$ cat src/rtl/stopwatch_mux_ssd.sv
// Stopwatch with run/pause/lap control: a packed-BCD up-counter advanced by a prescaler,
// shown on a time-multiplexed, active-high seven-segment display.
module stopwatch_mux_ssd #(
   parameter int N_DIGITS = 4,
   parameter int TICK_DIV = 1_250_000,
   parameter int SCAN_DIV = 125_000
) (
   input  logic                clk,
   input  logic                rst,
   input  logic                start,
   input  logic                stop,
   input  logic                clr,
   input  logic                lap,
   output logic [N_DIGITS-1:0] seg_en,
   output logic [6:0]          ssd,
   output logic                running,
   output logic                wrap
);
   localparam int CW = 4 * N_DIGITS;
   localparam int PW = $clog2(TICK_DIV);
   localparam int SW = $clog2(SCAN_DIV);
   localparam int IW = $clog2(N_DIGITS);
   localparam logic [N_DIGITS-1:0] SEG_EN_FIRST = {{(N_DIGITS-1){1'b0}}, 1'b1};

   typedef enum logic [1:0] {
      IDLE  = 2'd0,
      RUN   = 2'd1,
      PAUSE = 2'd2,
      LAP   = 2'd3
   } state_t;

   state_t              state_q, state_d;
   logic [CW-1:0]       count_q, count_d, count_inc_s;
   logic [CW-1:0]       cap_q, cap_d, disp_s;
   logic [PW-1:0]       presc_q, presc_d;
   logic [SW-1:0]       scan_q, scan_d;
   logic [IW-1:0]       idx_q, idx_d;
   logic                lap_q;
   logic [N_DIGITS-1:0] seg_en_q, seg_en_d;
   logic [6:0]          ssd_q, ssd_d;
   logic                running_q, running_d;
   logic                wrap_q, wrap_d;
   logic                lap_edge_s, clear_s, advance_s, tick_s, carry_s;
   logic [3:0]          digit_s;

   function automatic logic [6:0] seg_decode(input logic [3:0] d);
      case (d)
         4'd0:    seg_decode = 7'h3F;
         4'd1:    seg_decode = 7'h06;
         4'd2:    seg_decode = 7'h5B;
         4'd3:    seg_decode = 7'h4F;
         4'd4:    seg_decode = 7'h66;
         4'd5:    seg_decode = 7'h6D;
         4'd6:    seg_decode = 7'h7D;
         4'd7:    seg_decode = 7'h07;
         4'd8:    seg_decode = 7'h7F;
         4'd9:    seg_decode = 7'h6F;
         default: seg_decode = 7'h00;
      endcase
   endfunction

   // Controller: next state, lap capture and clear request.
   always_comb begin
      state_d    = state_q;
      cap_d      = cap_q;
      clear_s    = 1'b0;
      lap_edge_s = lap & ~lap_q;
      case (state_q)
         IDLE, PAUSE: begin
            if (clr) begin
               state_d = IDLE;
               clear_s = 1'b1;
            end else if (start & ~stop) begin
               state_d = RUN;
            end else begin
               state_d = state_q;
            end
         end
         RUN: begin
            if (stop) begin
               state_d = PAUSE;
            end else if (lap_edge_s) begin
               state_d = LAP;
               cap_d   = count_q;
            end else begin
               state_d = RUN;
            end
         end
         LAP: begin
            if (stop) begin
               state_d = PAUSE;
            end else if (lap_edge_s) begin
               state_d = RUN;
            end else begin
               state_d = LAP;
            end
         end
         default: state_d = IDLE;
      endcase
      running_d = (state_d == RUN) || (state_d == LAP);
      // The stop edge itself does not advance, so a resume continues from the held phase.
      advance_s = running_d && ((state_q == RUN) || (state_q == LAP));
   end

   // Prescaler and BCD count with full-width carry ripple.
   always_comb begin
      tick_s = 1'b0;
      if (clear_s) begin
         presc_d = '0;
      end else if (advance_s) begin
         if (presc_q == PW'(TICK_DIV - 1)) begin
            presc_d = '0;
            tick_s  = 1'b1;
         end else begin
            presc_d = presc_q + PW'(1);
         end
      end else begin
         presc_d = presc_q;
      end
      count_inc_s = count_q;
      carry_s     = tick_s;
      for (int i = 0; i < N_DIGITS; i++) begin
         if (carry_s) begin
            if (count_q[4*i +: 4] == 4'd9) begin
               count_inc_s[4*i +: 4] = 4'd0;
            end else begin
               count_inc_s[4*i +: 4] = count_q[4*i +: 4] + 4'd1;
               carry_s               = 1'b0;
            end
         end else begin
            count_inc_s[4*i +: 4] = count_q[4*i +: 4];
         end
      end
      wrap_d = carry_s;
      if (clear_s) begin
         count_d = '0;
      end else begin
         count_d = count_inc_s;
      end
   end

   // Digit scan and segment decode of the displayed value.
   always_comb begin
      if (scan_q == SW'(SCAN_DIV - 1)) begin
         scan_d = '0;
         if (idx_q == IW'(N_DIGITS - 1)) begin
            idx_d = '0;
         end else begin
            idx_d = idx_q + IW'(1);
         end
      end else begin
         scan_d = scan_q + SW'(1);
         idx_d  = idx_q;
      end
      disp_s   = (state_q == LAP) ? cap_q : count_q;
      digit_s  = 4'(disp_s >> {idx_q, 2'b00});
      seg_en_d = SEG_EN_FIRST << idx_q;
      ssd_d    = seg_decode(digit_s);
   end

   // State and output registers.
   always_ff @(posedge clk) begin
      if (rst) begin
         state_q   <= IDLE;
         count_q   <= '0;
         cap_q     <= '0;
         presc_q   <= '0;
         scan_q    <= '0;
         idx_q     <= '0;
         lap_q     <= 1'b0;
         seg_en_q  <= SEG_EN_FIRST;
         ssd_q     <= 7'h3F;
         running_q <= 1'b0;
         wrap_q    <= 1'b0;
      end else begin
         state_q   <= state_d;
         count_q   <= count_d;
         cap_q     <= cap_d;
         presc_q   <= presc_d;
         scan_q    <= scan_d;
         idx_q     <= idx_d;
         lap_q     <= lap;
         seg_en_q  <= seg_en_d;
         ssd_q     <= ssd_d;
         running_q <= running_d;
         wrap_q    <= wrap_d;
      end
   end

   assign seg_en  = seg_en_q;
   assign ssd     = ssd_q;
   assign running = running_q;
   assign wrap    = wrap_q;
endmodule

$ cat config.mk
export PLATFORM = sky130hd
export DESIGN_NAME = stopwatch_mux_ssd
export DESIGN_NICKNAME = d
export VERILOG_FILES = /design/src/rtl/stopwatch_mux_ssd.sv
export SDC_FILE = /design/constraint.sdc
export NUM_CORES = 1
export LEC_CHECK = 0
export BUFFER_PORTS_ARGS = -buffer_cell sky130_fd_sc_hd__buf_2
export CAP_MARGIN = 10
export CORE_ASPECT_RATIO = 0.8
export CORE_MARGIN = 1.5
export CORE_UTILIZATION = 65
export DETAILED_ROUTE_END_ITERATION = 12
export GPL_TIMING_DRIVEN = 0
export PLACE_DENSITY = 0.84
export RECOVER_POWER = 25
export SYNTH_ARGS = -nofsm -noshare
export SYNTH_HDL_FRONTEND = slang
export SYNTH_SLANG_ARGS = --single-unit
$ cat constraint.sdc
create_clock -name clk -period 4.1 [get_ports clk]
set_clock_uncertainty 0.05 [all_clocks]
set_input_delay 0.205 -clock clk [delete_from_list [all_inputs] [get_ports clk]]
set_output_delay 0.205 -clock clk [all_outputs]
set_load 0.005 [all_outputs]
==> summary.md <==
| Metric | Value |
|---|---|
| Slew Viols, Final | 0 |
| Row cnt | 25 |
| TNS Setup | 0 ns |
| Worst R2R Start | state_q[1] |
| Startpoint types | flip-flop |
| Boundary Pins | 19 |
| Longest Clk Path Bufs | 2 |
| Setup violators final | 0 |
| RSZ-0062 raised after global routing | no |
| Syn Nets | 491 |
| Post-layout min period | 3.071 ns |
| Power per cell area | 335.4 nW/um2 |
| Post-layout nets | 520 |
| Global-route wire length before repair | 14050 um |
| Synth-to-layout area growth | 9.317% |
| Start point of the critical path | state_q[1] |
| Synth top area cells | dfxtp_1 43%, nand2_1 5.9%, nor2_1 5.9% |
| Lkg Pwr | 1.579 nW |
| Top-count cell post-synth | dfxtp_1 |
| # diodes | 0 |
| GPL Wtd Cong | 0.9245 |
| PostCTS Resize Cnt | 0 |
| Post-Layout Cell Count | 590 |
| Worst path arrival time | 3.31 ns |
| H-Tree Level Count | 3 |
| Root Buffer | clkbuf_8 |
| Top cells by count, synth | 88 x dfxtp_1, 65 x nand2_1, 65 x nor2_1, 29 x a21oi_1, 20 x xnor2_1 |
| Drt drc | 0 |
| Die footprint | 6832 um2 |
| HPWL Detailed | 6276 um |
| Via density | 5.853 |
| Worst rel slew slack | 20.93% |
| Die width | 92.04 um |
| Reg clk slew, reported paths | 0.08 ns |
| Synth cell types | 54 |
| Post-synth ARST share | 0% |
| Status | complete, no violations |
| Total GRT Usage | 26.42% |
| Die Ht | 74.23 um |
| Cell area after synthesis | 4123 um2 |
| Largest net degree at the start of global routing | 15 |
| Port bufs | 18 |
| CTS Hold Bufs | 0 |
| Seq cells post-synth | 88 |
| Worst-Margin Slew | 1.175 ns |
| Req. time, crit path | 4.33 ns |
| Cells after Synth | 475 |
| Max Fclk | 0.3257 GHz |
| Post-synth top flop | dfxtp_1 |
| Congestion Overflow GR | 0 |
| 1st-iter DRT viols | 237 |
| Crit Path Max Fanout | 10 |
| Sink Count | 88 |
| Max Cap Violations | 0 |
| Core footprint | 6006 um2 |
| Worst hold path type | in -> reg |
| DR vias | 3453 |
| Setup WS pre-CTS | 1.010 ns |
| Worst vdd ir | 0.0002557 V |
| Detailed Route WL | 8659 um |
| Drt first pass iters | 4 |
| Initial Utilization | 68.65% |
| CP endpoint kind | flip-flop |
| Final hold vios | 0 |
| Share of layout cells above drive strength 1 | 10.22% |
| Initial antenna violation count | 0 |
| Placed cells | 574 |
| Worst-Skew Late Latency | 0.35 ns |
| Area share of the largest cell type after synthesis | 42.73% |
| WL per Instance | 14.68 um |
| Syn Area/Cell | 8.679 um2 |
| CP Class | reg -> reg |
| Yosys top cell by area | dfxtp_1 |
| CTS tree | built |
| Post-CTS Setup Bufs | 0 |
| Final WS setup | 1.029 ns |
| Seq/Total Area, Yosys | 42.73% |
| Tcrit/Tclk final | 74.90% |
| Synth warn | 0 |
| Critical hold path startpoint | lap |
| Routed Antenna Nets | 0 |
| Post-synth EDFFs | 0 |
| Cts bufs inserted | 9 |
| Vias in the first global route | 3049 |
-- report_power, final --
part,switching [W],total (W),internal (W)
registers,0.00000281,0.000860,0.000858
logic,0.0000281,0.0000392,0.0000112
clock network,0.000297,0.000612,0.000315
-- sequential cells by signal, indices dropped and copies added, names as in the netlist --
signal and cells:
idx_q 2, cap_q 16, scan_q 17, running 1, count_q 16, state_q 2
presc_q 21, lap_q 1, ssd 7, seg_en 4, wrap 1
-- cell usage in the layout, fill, tap and decap left out, types with 4 or more instances in the layout --
cell type and n:
and2_1 5, nand4_1 14, dfxtp_1 88, nor4_1 6
a31oi_1 4, mux2i_1 10, nand2_1 65, nand2b_1 6
nand3_1 10, and3_1 9, mux4_2 6, ha_1 10
nor3_1 11, xor2_1 19, clkbuf_1 24, xnor2_1 20
nor2_1 65, o21ai_0 11, inv_1 16, buf_2 12
clkbuf_8 11, a21oi_1 29
-- through the flow --
| stage | utilization [%] | total power [W] | hold WS [ns] | area [um2] |
|---|---|---|---|---|
| floorplan | - | 0.0009063 | 0.2338 | 4123 |
| global placement | 71.83 | 0.0009188 | 0.3717 | 4314 |
| detailed placement | 71.83 | 0.0009203 | 0.3845 | 4314 |
| CTS | 75.29 | 0.001523 | 0.02194 | 4522 |
| global route | 75.04 | 0.001561 | 0.04910 | 4507 |
| finish | 75.04 | 0.001511 | 0.03167 | 4507 |
-- final cells by class --
| cell class | instances | area [um2] |
|---|---|---|
| Multi-Input combinational cell | 350 | 2198 |
| Clock buffer | 12 | 155.1 |
| Buffer | 20 | 91.34 |
| Inverter | 17 | 63.81 |
| Tap cell | 81 | 101.3 |
| Sequential cell | 88 | 1762 |
| Clock inverter | 4 | 52.55 |
| Fill cell | 449 | 1499 |
| Timing Repair Buffer | 18 | 82.58 |
-- critical path, cell delays in order (launching register included) --
cell	delay (ns)
dfxtp_1	0.38
nand2_1	0.13
clkbuf_1	0.49
mux4_2	0.59
mux2i_1	0.55
inv_1	0.18
ha_1	0.25
mux2_2	0.27
o22ai_1	0.11
-- metal layers --
| layer | vias to the layer above | GRT usage (%) | routed length, um |
|---|---|---|---|
| met3 | 10 | 8.282 | 527 |
| met5 | - | 0 | 0 |
| li1 | 1703 | - | - |
| met2 | 97 | 41.98 | 3852 |
| met4 | 0 | 6.325 | 87 |
| met1 | 1643 | 35.69 | 4192 |
-- worst paths after layout --
kind	end	slack, ns	cells past startpoint
setup reg to reg	ssd[6]	1.03	8
setup / recovery	ssd[6]	1.03	8
hold reg to reg	scan_q[0]	0.40	1
hold / removal	lap_q	0.03	2
-- logic make-up (layout without fill, tap and decap cells) --
family	count (synthesis)	in the layout	synth area share, %
xor+xnor	39	39	8.285
mux	19	19	6.525
simple gates	226	226	27.59
flops	88	88	42.73
fa+ha+maj	10	10	3.035
compound gates	56	56	7.891
buf+inv	37	71	3.945
(Power assumes the default switching activity.)
